[config.mk]
export PLATFORM = sky130hd
export DESIGN_NAME = main_memory_sequencer
export DESIGN_NICKNAME = d
export VERILOG_FILES = /design/src/rtl/main_memory_pkg.sv /design/src/rtl/mem_beat_counter.sv /design/src/rtl/register.sv /design/src/rtl/main_memory_sequencer.sv
export SDC_FILE = /design/constraint.sdc
export NUM_CORES = 1
export LEC_CHECK = 0
export ABC_CLOCK_PERIOD_IN_PS = 6600
export CAP_MARGIN = 20
export CELL_PAD_IN_SITES_DETAIL_PLACEMENT = 1
export CELL_PAD_IN_SITES_GLOBAL_PLACEMENT = 1
export CORE_ASPECT_RATIO = 0.75
export CORE_MARGIN = 2
export CORE_UTILIZATION = 38
export DETAILED_ROUTE_END_ITERATION = 10
export PLACE_DENSITY = 0.81
export REMOVE_ABC_BUFFERS = 1
export SLEW_MARGIN = 20
export SYNTH_ARGS = -nofsm -noshare
export SYNTH_HDL_FRONTEND = slang
export SYNTH_SLANG_ARGS = --single-unit
[constraint.sdc]
create_clock -name clk -period 6.6 [get_ports clk]
set_input_delay 1.32 -clock clk [delete_from_list [all_inputs] [get_ports clk]]
set_output_delay 1.32 -clock clk [all_outputs]
set_load 0.1 [all_outputs]
[src/rtl/main_memory_pkg.sv]
// Shared definitions for the main-memory line sequencer and its SRAM-side users.
package main_memory_pkg;

    // Default line geometry, shared with sram_controller users.
    localparam int DEFAULT_ADDR_WIDTH = 15;
    localparam int DEFAULT_WORD_WIDTH = 32;
    localparam int DEFAULT_BEATS      = 4;
    localparam int DEFAULT_BEAT_BITS  = 2;

    // Sequencer state encoding.
    typedef enum logic [1:0] {
        SEQ_IDLE  = 2'd0,
        SEQ_ISSUE = 2'd1,
        SEQ_GAP   = 2'd2,
        SEQ_RESP  = 2'd3
    } seq_state_e;

endpackage

[src/rtl/mem_beat_counter.sv]
// Beat index within a line: clear on accept, step once per completed beat.
module mem_beat_counter #(
    parameter int BEAT_BITS = 2
) (
    input  logic                 clk,
    input  logic                 reset_n,
    input  logic                 clr,
    input  logic                 en,
    output logic [BEAT_BITS-1:0] beat,
    output logic                 last
);

    logic [BEAT_BITS-1:0] beat_q;
    logic [BEAT_BITS-1:0] beat_d;

    // Clear has priority; the count only wraps by being cleared, never by stepping past the last beat.
    always_comb begin
        beat_d = beat_q;
        if (clr) begin
            beat_d = {BEAT_BITS{1'b0}};
        end else if (en && !last) begin
            beat_d = beat_q + BEAT_BITS'(1);
        end else begin
            beat_d = beat_q;
        end
    end

    // Counter register.
    always_ff @(posedge clk) begin
        if (!reset_n) begin
            beat_q <= {BEAT_BITS{1'b0}};
        end else begin
            beat_q <= beat_d;
        end
    end

    assign beat = beat_q;
    // BEATS is a power of two, so the last beat is the all-ones index.
    assign last = &beat_q;

endmodule

[src/rtl/register.sv]
// Generic load-enable register with synchronous active-low reset to zero.
module register #(
    parameter int WIDTH = 1
) (
    input  logic             clk,
    input  logic             reset_n,
    input  logic             en,
    input  logic [WIDTH-1:0] d,
    output logic [WIDTH-1:0] q
);

    logic [WIDTH-1:0] q_q;
    logic [WIDTH-1:0] q_d;

    // Hold the stored value unless a load is requested.
    always_comb begin
        q_d = q_q;
        if (en) begin
            q_d = d;
        end else begin
            q_d = q_q;
        end
    end

    // Storage flops, cleared by the synchronous reset.
    always_ff @(posedge clk) begin
        if (!reset_n) begin
            q_q <= {WIDTH{1'b0}};
        end else begin
            q_q <= q_d;
        end
    end

    assign q = q_q;

endmodule

[src/rtl/main_memory_sequencer.sv]
// Splits one cache-line request into BEATS single-word SRAM accesses,
// one strobe at a time with a one-cycle idle gap, and returns one line response.
module main_memory_sequencer
    import main_memory_pkg::*;
#(
    parameter int ADDR_WIDTH = DEFAULT_ADDR_WIDTH,
    parameter int WORD_WIDTH = DEFAULT_WORD_WIDTH,
    parameter int BEATS      = DEFAULT_BEATS,
    parameter int BEAT_BITS  = DEFAULT_BEAT_BITS
) (
    input  logic                        clk,
    input  logic                        reset_n,
    input  logic                        req_valid,
    output logic                        req_ready,
    input  logic                        req_write,
    input  logic [ADDR_WIDTH-1:0]       req_addr,
    input  logic [WORD_WIDTH*BEATS-1:0] req_wdata,
    output logic                        rsp_valid,
    input  logic                        rsp_ready,
    output logic                        rsp_write,
    output logic [WORD_WIDTH*BEATS-1:0] rsp_rdata,
    output logic                        mem_read,
    output logic                        mem_write,
    output logic [ADDR_WIDTH-1:0]       mem_addr,
    output logic [WORD_WIDTH-1:0]       mem_wdata,
    input  logic [WORD_WIDTH-1:0]       mem_rdata,
    input  logic                        mem_done
);

    localparam int LINE_AW = ADDR_WIDTH - BEAT_BITS;
    localparam int LINE_W  = WORD_WIDTH * BEATS;

    seq_state_e state_q, state_d;

    logic                  req_ready_q, req_ready_d;
    logic                  rsp_valid_q, rsp_valid_d;
    logic                  rsp_write_q, rsp_write_d;
    logic [LINE_W-1:0]     rsp_rdata_q, rsp_rdata_d;
    logic                  mem_read_q,  mem_read_d;
    logic                  mem_write_q, mem_write_d;
    logic [ADDR_WIDTH-1:0] mem_addr_q,  mem_addr_d;
    logic [WORD_WIDTH-1:0] mem_wdata_q, mem_wdata_d;

    logic                  latch_en_s;
    logic                  beat_clr_s;
    logic                  beat_en_s;
    logic [BEAT_BITS-1:0]  beat_s;
    logic [BEAT_BITS-1:0]  beat_inc_s;
    logic                  beat_last_s;
    logic [LINE_AW-1:0]    line_addr_s;
    logic                  op_write_s;
    logic [LINE_W-1:0]     line_wdata_s;
    logic                  unused_req_addr_s;

    // The word offset inside the line comes from the beat counter, not the request.
    assign unused_req_addr_s = ^req_addr[BEAT_BITS-1:0];
    assign beat_inc_s        = beat_s + BEAT_BITS'(1);

    register #(.WIDTH(LINE_AW)) u_line_addr_reg (
        .clk     (clk),
        .reset_n (reset_n),
        .en      (latch_en_s),
        .d       (req_addr[ADDR_WIDTH-1:BEAT_BITS]),
        .q       (line_addr_s)
    );

    register #(.WIDTH(1)) u_op_reg (
        .clk     (clk),
        .reset_n (reset_n),
        .en      (latch_en_s),
        .d       (req_write),
        .q       (op_write_s)
    );

    register #(.WIDTH(LINE_W)) u_wdata_reg (
        .clk     (clk),
        .reset_n (reset_n),
        .en      (latch_en_s),
        .d       (req_wdata),
        .q       (line_wdata_s)
    );

    mem_beat_counter #(.BEAT_BITS(BEAT_BITS)) u_beat_counter (
        .clk     (clk),
        .reset_n (reset_n),
        .clr     (beat_clr_s),
        .en      (beat_en_s),
        .beat    (beat_s),
        .last    (beat_last_s)
    );

    // Next-state and next-output logic; outputs are computed for the state being entered.
    always_comb begin
        state_d     = state_q;
        req_ready_d = req_ready_q;
        rsp_valid_d = rsp_valid_q;
        rsp_write_d = rsp_write_q;
        rsp_rdata_d = rsp_rdata_q;
        mem_read_d  = mem_read_q;
        mem_write_d = mem_write_q;
        mem_addr_d  = mem_addr_q;
        mem_wdata_d = mem_wdata_q;
        latch_en_s  = 1'b0;
        beat_clr_s  = 1'b0;
        beat_en_s   = 1'b0;

        case (state_q)
            SEQ_IDLE: begin
                // The request fields are used directly here since the latches load on this same edge.
                if (req_valid) begin
                    latch_en_s  = 1'b1;
                    beat_clr_s  = 1'b1;
                    state_d     = SEQ_ISSUE;
                    req_ready_d = 1'b0;
                    mem_read_d  = !req_write;
                    mem_write_d = req_write;
                    mem_addr_d  = {req_addr[ADDR_WIDTH-1:BEAT_BITS], BEAT_BITS'(0)};
                    mem_wdata_d = req_wdata[WORD_WIDTH-1:0];
                end else begin
                    req_ready_d = 1'b1;
                end
            end
            SEQ_ISSUE: begin
                // Strobe, address and data hold until the controller reports completion.
                if (mem_done) begin
                    state_d     = SEQ_GAP;
                    mem_read_d  = 1'b0;
                    mem_write_d = 1'b0;
                    if (!op_write_s) begin
                        rsp_rdata_d[int'(beat_s)*WORD_WIDTH +: WORD_WIDTH] = mem_rdata;
                    end else begin
                        rsp_rdata_d = rsp_rdata_q;
                    end
                end else begin
                    state_d = SEQ_ISSUE;
                end
            end
            SEQ_GAP: begin
                // One strobe-free cycle lets the controller fall back to idle.
                if (beat_last_s) begin
                    state_d     = SEQ_RESP;
                    rsp_valid_d = 1'b1;
                    rsp_write_d = op_write_s;
                end else begin
                    beat_en_s   = 1'b1;
                    state_d     = SEQ_ISSUE;
                    mem_read_d  = !op_write_s;
                    mem_write_d = op_write_s;
                    mem_addr_d  = {line_addr_s, beat_inc_s};
                    mem_wdata_d = line_wdata_s[int'(beat_inc_s)*WORD_WIDTH +: WORD_WIDTH];
                end
            end
            SEQ_RESP: begin
                if (rsp_ready) begin
                    state_d     = SEQ_IDLE;
                    rsp_valid_d = 1'b0;
                    req_ready_d = 1'b1;
                end else begin
                    state_d = SEQ_RESP;
                end
            end
            default: begin
                state_d     = SEQ_IDLE;
                req_ready_d = 1'b1;
                rsp_valid_d = 1'b0;
                mem_read_d  = 1'b0;
                mem_write_d = 1'b0;
            end
        endcase
    end

    // State and output registers with synchronous reset into IDLE.
    always_ff @(posedge clk) begin
        if (!reset_n) begin
            state_q     <= SEQ_IDLE;
            req_ready_q <= 1'b1;
            rsp_valid_q <= 1'b0;
            rsp_write_q <= 1'b0;
            rsp_rdata_q <= {LINE_W{1'b0}};
            mem_read_q  <= 1'b0;
            mem_write_q <= 1'b0;
            mem_addr_q  <= {ADDR_WIDTH{1'b0}};
            mem_wdata_q <= {WORD_WIDTH{1'b0}};
        end else begin
            state_q     <= state_d;
            req_ready_q <= req_ready_d;
            rsp_valid_q <= rsp_valid_d;
            rsp_write_q <= rsp_write_d;
            rsp_rdata_q <= rsp_rdata_d;
            mem_read_q  <= mem_read_d;
            mem_write_q <= mem_write_d;
            mem_addr_q  <= mem_addr_d;
            mem_wdata_q <= mem_wdata_d;
        end
    end

    assign req_ready = req_ready_q;
    assign rsp_valid = rsp_valid_q;
    assign rsp_write = rsp_write_q;
    assign rsp_rdata = rsp_rdata_q;
    assign mem_read  = mem_read_q;
    assign mem_write = mem_write_q;
    assign mem_addr  = mem_addr_q;
    assign mem_wdata = mem_wdata_q;

endmodule
==> flow_summary.ini, run 1 <==
[power]
sw_frac_of_total_pct = 29.84
powerDensity_nw_per_um2 = 278.3
power.leakage_nw = 6.329
clkPwrFrac_pct = 39.5
p_seq_share_pct = 42.3
combPwrFrac_pct = 18.2
netSwitchingPower_mw = 1.507
power.internal_mw = 3.544
peakVddDrop_mv = 0.1649

[route]
dr.first_iter.drc_count = 792
totalWireLength_um = 49580
viasPerCell = 5.441
first_pass_iters = 4
antenna_left = 0
drcViolationCount = 0
wl_per_cell_um = 21.01
vias = 12840

[clock_tree]
clkTransAtPathRegs_ns = 0.06
cts_setup_buffers = 0
cts_hold_buffers = 0
cts.sinks = 326
cts_buffers = 35
clockBufferDepth = 3
cts_resized = 0
worstSkewPairLatency_ns = 0.53
cts_tree = built
cts_root_buf = clkbuf_16
htreeDepth = 2

[cells_and_area]
seq_area_um2 = 6530
fin_nets = 2064
multi_input_area_um2 = 6115
final_core_utilization_pct = 52.32
mostFrequentLayoutCells = nand2_1, clkdlybuf4s50_1, dfxtp_1, a21oi_1, nand3_1
layout_commonest_cell = nand2_1
layout-drive-gt1-share_pct = 4.697
fillers = 4048
area_delta_synth_final_pct = 35.74

[critical_path]
slowest_stage = clkdlybuf4s50_1
cp.depth = 1
crit_family = buffers and inverters
path_cells = clkdlybuf4s50_1
cp-end-kind = output port
cp_slowest_stage_delay_ns = 1.17
cp-start-kind = flip-flop
required_ns = 5.28
critPathBufInv = 1
crit_type = reg2out
r2r-start = state_q[0]
critPathLaunch = mem_wdata[3]
cp.arrival_ns = 2.11
reg2reg_depth = 5
critPathMaxFanout = 2

[timing]
worst_pin_slew_ns = 1.113
fmax_mhz = 291.1
finalCritPeriodShare_pct = 52.04
final.min_clock_period_ns = 3.435
rsz0062_at_grt = false
finClkSkew_ns = 0.02076
max_slew_margin_pct = 25.57
maxSlewViolCount = 0
setup_violations = 0
hold_violations = 0
tns_ns = 0
fin_hold_ws_ns = 0.4494

[yosys]
synth.distinct_cells = 42
synthArstFlopShare_pct = 0
synth_fa_ha_area_share_pct = 1.029
ys_warn_count = 0
ys_seq_elements = 326
synth_top_family_by_area = simple AND/OR/NAND/NOR gates
yosysSeqAreaShare_pct = 48.81
synth-edff-count = 0
syn_area_per_cell_um2 = 8.347
netlist_area_um2 = 13370
synth_xor_area_share_pct = 0.06550
synth_compound_area_share_pct = 17.78
synth_cells = 1602
synth_flop_cell = dfxtp_1
synth-simple-area-share_pct = 20.52
synthMuxAreaShare_pct = 6.185

[floorplan]
core_area_um2 = 34700
rows = 59
die_w_um = 220.6
die_area_um2 = 36720
ios = 361
initial_core_util_pct = 38.54
die_y_um = 166.5

[hold_path]
holdCritStartpoint = rsp_rdata[11]
hold_class = reg2reg
min_path_cells = 2

[place]
globalplace.congestion = 0.8074
port_buffers = 358
dpl.hpwl_um = 31000

[global_routing]
grt_pass1_vias = 13430
grt_use_total_pct = 26.32
overflow = 0
grt_max_degree = 142
grt_pass1_wl_um = 75930
antenna_found_initial = 9

[flow_run]
maxCapViolations = 0

[run_status]
status = completed
-- logic make-up after synthesis --
group | Yosys count
mux | 82
flops | 326
xor+xnor | 1
simple gates | 623
buf+inv | 152
fa+ha+maj | 11
compound gates | 407
-- path summary, 6_finish.rpt --
| check | to | slack (ns) |
|---|---|---|
| max reg2reg | mem_wdata[19] | 3.67 |
| max | mem_wdata[3] | 3.17 |
| min | rsp_rdata[11] | 0.45 |
| min reg2reg | rsp_rdata[11] | 0.45 |
-- power by group through the flow --
stage | registers (mW) | clock network (mW) | logic [mW]
after floorplan | 2.48 | 0 | 0.286
after CTS | 2.14 | 2.02 | 0.925
final | 2.14 | 1.99 | 0.920
after global placement | 2.17 | 0 | 0.899
after global routing | 2.15 | 2.11 | 0.977
after detailed placement | 2.18 | 0 | 0.918
-- sequential cells by signal, indices dropped and copies added (netlist names) --
register             flops
rsp_rdata              128
mem_addr                15
u_line_addr_reg.q       13
mem_write                1
u_beat_counter.beat      2
req_ready                1
u_wdata_reg.q          128
rsp_write                1
state_q                  2
rsp_valid                1
u_op_reg.q               1
mem_read                 1
mem_wdata               32
-- area by class of cell --
type / count / area share, %
Sequential cell: 326 / 35.98
Multi-Input combinational cell: 1124 / 33.69
Timing Repair Buffer: 378 / 20.56
Clock buffer: 54 / 6.011
Tap cell: 457 / 3.150
Clock inverter: 6 / 0.3171
Inverter: 7 / 0.1861
Antenna cell: 8 / 0.1103
-- layer usage --
| metal | vias up | GRT usage [%] | part of all wire (%) |
|---|---|---|---|
| li1 | 6038 | - | - |
| met1 | 6337 | 31.89 | 42 |
| met2 | 351 | 44.88 | 48 |
| met3 | 109 | 5.845 | 5.6 |
| met4 | 6 | 10.93 | 3.7 |
| met5 | - | 0 | 0.081 |
-- cells in the mapped netlist, types with 2 or more instances --
cell      count  share of area [%]
a22oi_1       2               0.11
o22ai_1      33                1.5
and2_1        3               0.14
o21ai_0      11               0.41
a21oi_1     276                 10
a21o_1       32                1.8
buf_4         3               0.17
inv_1         6               0.17
a211oi_1     14               0.79
nor2b_1      29                1.4
dfxtp_1     326                 49
nand2b_1      4               0.19
a311oi_1      2               0.13
and4b_1       4               0.30
clkbuf_1     71                2.0
buf_2        54                2.0
nor4b_4       2               0.36
o311a_1      32                2.4
nand3_1     132                4.9
buf_6        13                1.1
nand4b_1      4               0.26
a31oi_1       3               0.14
nand2_1     421                 12
clkbuf_2      3               0.11
nor2_1       10               0.28
and2b_1       7               0.39
mux2i_1      80                6.0
ha_1         11                1.0
-- through the flow --
step	total power [mW]	setup slack [ns]	std cells	instance area, um^2
floorplan	2.763	1.902	1457	12650
global placement	3.071	2.808	2292	16970
detailed placement	3.097	2.727	2292	16970
CTS	5.084	3.160	2352	18120
global route	5.233	3.020	2357	18140
finish	5.051	3.165	2360	18150
(Power assumes the default switching activity.)
==> run 2, diff against run 1 <==
--- a/config.mk
+++ b/config.mk
@@ -5,15 +5,15 @@
 export SDC_FILE = /design/constraint.sdc
 export NUM_CORES = 1
 export LEC_CHECK = 0
-export ABC_CLOCK_PERIOD_IN_PS = 6600
+export ABC_CLOCK_PERIOD_IN_PS = 3100
 export CAP_MARGIN = 20
 export CELL_PAD_IN_SITES_DETAIL_PLACEMENT = 1
 export CELL_PAD_IN_SITES_GLOBAL_PLACEMENT = 1
 export CORE_ASPECT_RATIO = 0.75
 export CORE_MARGIN = 2
-export CORE_UTILIZATION = 38
+export CORE_UTILIZATION = 32
 export DETAILED_ROUTE_END_ITERATION = 10
-export PLACE_DENSITY = 0.81
+export PLACE_DENSITY = 0.72
 export REMOVE_ABC_BUFFERS = 1
 export SLEW_MARGIN = 20
 export SYNTH_ARGS = -nofsm -noshare
==> constraint.sdc (replaced) <==
create_clock -name clk -period 3.1 [get_ports clk]
set_input_delay 0.62 -clock clk [delete_from_list [all_inputs] [get_ports clk]]
set_output_delay 0.62 -clock clk [all_outputs]
set_load 0.1 [all_outputs]
==> flow_summary.ini, run 2 (synthesized netlist as in run 1, its figures left out) <==
[critical_path]
reg2reg_depth = 5
reg2reg_to = rsp_rdata[37]
cp-end-kind = flip-flop
cp.arrival_ns = 2.85
crit_type = reg2reg
ff2ff_setup_slack_ns = 0.69
critPathMaxFanout = 10
r2r-start = u_beat_counter.beat[0]
cp-start-kind = flip-flop
required_ns = 3.55

[global_routing]
antenna_found_initial = 7
grt_use_total_pct = 22.07
grt_max_degree = 102
overflow = 0
grt_pass1_wl_um = 75320
grt_pass1_vias = 13080

[floorplan]
die_w_um = 240.0
rows = 64
die_area_um2 = 43450
ios = 361
die_y_um = 181.0
core_area_um2 = 41000
initial_core_util_pct = 32.61

[clock_tree]
cts.sinks = 326
cts_buffers = 37
clockBufferDepth = 3
cts_tree = built
cts_resized = 0
worstSkewPairLatency_ns = 0.54
htreeDepth = 2
cts_root_buf = clkbuf_16
clkTransAtPathRegs_ns = 0.06
cts_hold_buffers = 0
cts_setup_buffers = 0

[hold_path]
holdCritStartpoint = u_wdata_reg.q[59]
min_path_cells = 2
min_to = u_wdata_reg.q[59]
hold_class = reg2reg

[route]
drcViolationCount = 0
vias = 12820
antenna_left = 0
wl_per_cell_um = 20.01
viasPerCell = 5.164
first_pass_iters = 5
totalWireLength_um = 49680
dr.first_iter.drc_count = 545

[power]
power.leakage_nw = 6.812
finalPower_mw = 10.91
peakVddDrop_mv = 0.4088
powerDensity_nw_per_um2 = 603.1

[place]
pre_cts_ws_ns = 0.5271
globalplace.congestion = 0.7855
port_buffers = 358
dpl.hpwl_um = 32690

[timing]
finalCritPeriodShare_pct = 77.65
hold_violations = 0
worst_pin_slew_ns = 0.7388
fmax_mhz = 415.4
worst_slack_ns = 0.6928
rsz0062_at_grt = false
max_slew_margin_pct = 50.75
final.min_clock_period_ns = 2.407
maxSlewViolCount = 0
finClkSkew_ns = 0.01772
setup_violations = 0

[cells_and_area]
layout_commonest_cell = nand2_1
layout-drive-gt1-share_pct = 14.93
area_delta_synth_final_pct = 35.28
fin_nets = 2079
mostFrequentLayoutCells = nand2_1, dfxtp_1, a21oi_1, buf_4, clkdlybuf4s50_1
fillers = 4863
final_core_utilization_pct = 44.12

[run_status]
status = completed

[flow_run]
maxCapViolations = 0
## run 2: cell count changes in the layout (fill, tap and decap cells not counted), sizes merged
cell,previous run,this run
clkinv,4,9
inv,7,8
diode,8,6
buf,21,214
clkbuf,54,56
clkdlybuf4s50,357,177
## run 2: report_power, final
group          leakage [nW]  total [mW]  switching, mW  internal [mW]
combinational          3.55        1.96           1.34          0.625
sequential             2.66        4.55          0.132           4.42
clock                 0.606        4.40           1.82           2.58
## run 2: area by class of cell
| cell class | instances | area, um^2 | area share, % |
|---|---|---|---|
| diodes | 6 | 15.01 | 0.08300 |
| multi-input cells | 1124 | 6110 | 33.78 |
| repair buffers | 391 | 3476 | 19.22 |
| clock inverters | 12 | 113.9 | 0.6295 |
| clock buffers | 56 | 1109 | 6.129 |
| flip-flops and latches | 326 | 6530 | 36.10 |
| inverters | 7 | 33.78 | 0.1868 |
| well taps | 561 | 701.9 | 3.880 |
## run 2: critical path, cell delays in order (launching register included)
cell      delay [ns]
dfxtp_4         0.43
inv_1           0.10
ha_1            0.52
and3b_1         0.57
nand3b_1        0.41
o21ai_0         0.28
## run 2: how the worst max path moves through the flow
stage	endpoint	depth (start not counted)	from	slack (ns)
final	rsp_rdata[37]	5	u_beat_counter.beat[0]	0.69
after global placement	mem_addr[11]	5	req_valid	0.58
after floorplan	rsp_rdata[64]	5	u_beat_counter.beat[0]	-1.60
after detailed placement	mem_addr[12]	5	req_valid	0.53
after global routing	rsp_rdata[36]	5	u_beat_counter.beat[0]	0.56
after CTS	rsp_rdata[37]	5	u_beat_counter.beat[0]	0.74
## run 2: through the flow
stage / TNS (ns) / area (um^2) / std cells / hold WS [ns]
3_3_place_gp: 0 / 16850 / 2409 / 0.4395
2_1_floorplan: -313.25 / 12650 / 1457 / 0.4357
5_1_grt: 0 / 18090 / 2482 / 0.4686
6_report: 0 / 18090 / 2483 / 0.4517
3_5_place_dp: 0 / 16850 / 2409 / 0.4454
4_1_cts: 0 / 18070 / 2477 / 0.4533
## run 2: routing by layer
layer | wire, um | vias up | part of all wire [%] | GRT usage [%]
met5 | 13 | - | 0.026 | 0
met2 | 23450 | 334 | 47 | 36.54
li1 | - | 6086 | - | -
met3 | 2932 | 76 | 5.9 | 4.584
met4 | 1278 | 2 | 2.6 | 7.702
met1 | 22000 | 6323 | 44 | 28.42
==> run 3, diff against run 2 <==
--- a/config.mk
+++ b/config.mk
@@ -5,7 +5,7 @@
 export SDC_FILE = /design/constraint.sdc
 export NUM_CORES = 1
 export LEC_CHECK = 0
-export ABC_CLOCK_PERIOD_IN_PS = 3100
+export ABC_CLOCK_PERIOD_IN_PS = 2200
 export CAP_MARGIN = 20
 export CELL_PAD_IN_SITES_DETAIL_PLACEMENT = 1
 export CELL_PAD_IN_SITES_GLOBAL_PLACEMENT = 1
==> constraint.sdc (replaced) <==
create_clock -name clk -period 2.2 [get_ports clk]
set_input_delay 0.44 -clock clk [delete_from_list [all_inputs] [get_ports clk]]
set_output_delay 0.44 -clock clk [all_outputs]
set_load 0.1 [all_outputs]
==> flow_summary.ini, run 3 (synthesized netlist as in run 1, its figures left out) <==
[timing]
finClkSkew_ns = 0.02514
maxSlewViolCount = 0
final.min_clock_period_ns = 2.054
max_slew_margin_pct = 56.73
finalCritPeriodShare_pct = 93.36
fin_hold_ws_ns = 0.4270
setup_violations = 0
worst_pin_slew_ns = 0.6484
hold_violations = 0
fmax_mhz = 486.9
rsz0062_at_grt = false

[critical_path]
cp.arrival_ns = 2.47
cp-end-kind = flip-flop
critPathBufInv = 2
reg2reg_to = mem_wdata[21]
path_cells = inv_1, ha_2, nand2b_1, buf_12, o22ai_1, o311a_1
r2r-start = u_beat_counter.beat[1]
crit_family = adder cells
required_ns = 2.62
cp_slowest_stage_delay_ns = 0.48
cp-start-kind = flip-flop
crit_type = reg2reg
critPathLaunch = u_beat_counter.beat[1]
reg2reg_depth = 6
ff2ff_setup_slack_ns = 0.15
critPathMaxFanout = 32
slowest_stage = ha_2

[place]
globalplace.congestion = 0.7803
port_buffers = 358
dpl.hpwl_um = 33280

[floorplan]
die_area_um2 = 43450
die_w_um = 240.0
rows = 64
core_area_um2 = 41000
ios = 361
die_y_um = 181.0
initial_core_util_pct = 32.61

[global_routing]
busiest_layer = met2
grtUsageMet2_pct = 36.43
grt_pass1_wl_um = 75180
grt_pass1_vias = 13140
grt_use_total_pct = 22.00
antenna_found_initial = 12
grt_max_degree = 67
gr-usage-met3_pct = 4.645
grt_use_met1_pct = 28.02
overflow = 0

[cells_and_area]
area_delta_synth_final_pct = 37.31
fin_nets = 2093
final_core_utilization_pct = 44.78
layout-drive-gt1-share_pct = 15.46
mostFrequentLayoutCells = nand2_1, dfxtp_1, a21oi_1, buf_4, clkdlybuf4s50_1
layout_commonest_cell = nand2_1

[route]
drcViolationCount = 0
vias = 12810
viasPerCell = 5.131
first_pass_iters = 5
totalWireLength_um = 49170
antenna_left = 0
dr.first_iter.drc_count = 668
wl_per_cell_um = 19.69

[clock_tree]
cts_root_buf = clkbuf_16
cts_tree = built
worstSkewPairLatency_ns = 0.54
cts_buffers = 37
cts.sinks = 326
clockBufferDepth = 3
cts_setup_buffers = 0
htreeDepth = 2
clkTransAtPathRegs_ns = 0.06

[run_status]
status = completed

[hold_path]
min_to = u_wdata_reg.q[100]
min_path_cells = 3
holdCritStartpoint = reset_n
hold_class = in2reg

[power]
finalPower_mw = 15.32
peakVddDrop_mv = 0.4629
power.leakage_nw = 6.919
powerDensity_nw_per_um2 = 834.2

[flow_run]
maxCapViolations = 0
==> run 3: cell count changes in the layout (fill, tap and decap cells not counted), moves of 2 or more <==
cell,previous run,this run
buf_12,8,23
diode_2,6,9
clkinv_2,8,5
clkbuf_8,9,7
==> run 3: power by group <==
group          internal (mW)  total (mW)  switching [mW]
combinational          0.924        2.81            1.89
sequential              6.23        6.41           0.183
clock                   3.55        6.09            2.55
==> run 3: tightest hold or removal path: stages <==
cell	delay, ns
buf_2	0.17
inv_8	0.15
a21oi_1	0.16
==> run 3: metrics by stage <==
step	instance area (um^2)	setup slack, ns	TNS (ns)	std cells
floorplan	12650	-2.498	-606.40	1457
global placement	17140	0.02580	0	2423
detailed placement	17140	0.006589	0	2423
CTS	18330	0.05583	0	2488
global route	18360	0.05556	0	2495
finish	18360	0.1460	0	2497
==> run 3: worst max path at each step <==
stage,to,slack (ns),cells past startpoint
2_1_floorplan,rsp_rdata[64],-2.50,5
4_1_cts,mem_addr[13],0.06,5
3_5_place_dp,mem_addr[13],0.007,4
5_1_grt,mem_wdata[21],0.06,6
3_3_place_gp,mem_addr[9],0.03,4
6_report,mem_wdata[21],0.15,6
==> run 3: layer usage <==
layer	part of all wire [%]	wire (um)	vias up
met5	0.089	44	-
met4	3.2	1573	6
met3	6.2	3067	92
met2	47	23200	335
met1	43	21290	6266
li1	-	-	6112
==> run 3: what timing repair did <==
action | in CTS | in global routing
resized for setup | 0 | 2
hold endpoints to repair | 0 | 0
hold buffers | 0 | 0
endpoints found under the setup margin | 0 | 21
==> run 3: final cells by class <==
| cell class | count | area (um^2) |
|---|---|---|
| flip-flops and latches | 326 | 6530 |
| fillers | 4833 | 22640 |
| clock inverters | 10 | 103.9 |
| inverters | 7 | 33.78 |
| diodes | 9 | 22.52 |
| well taps | 561 | 701.9 |
| repair buffers | 405 | 3769 |
| clock buffers | 55 | 1085 |
| multi-input cells | 1124 | 6115 |
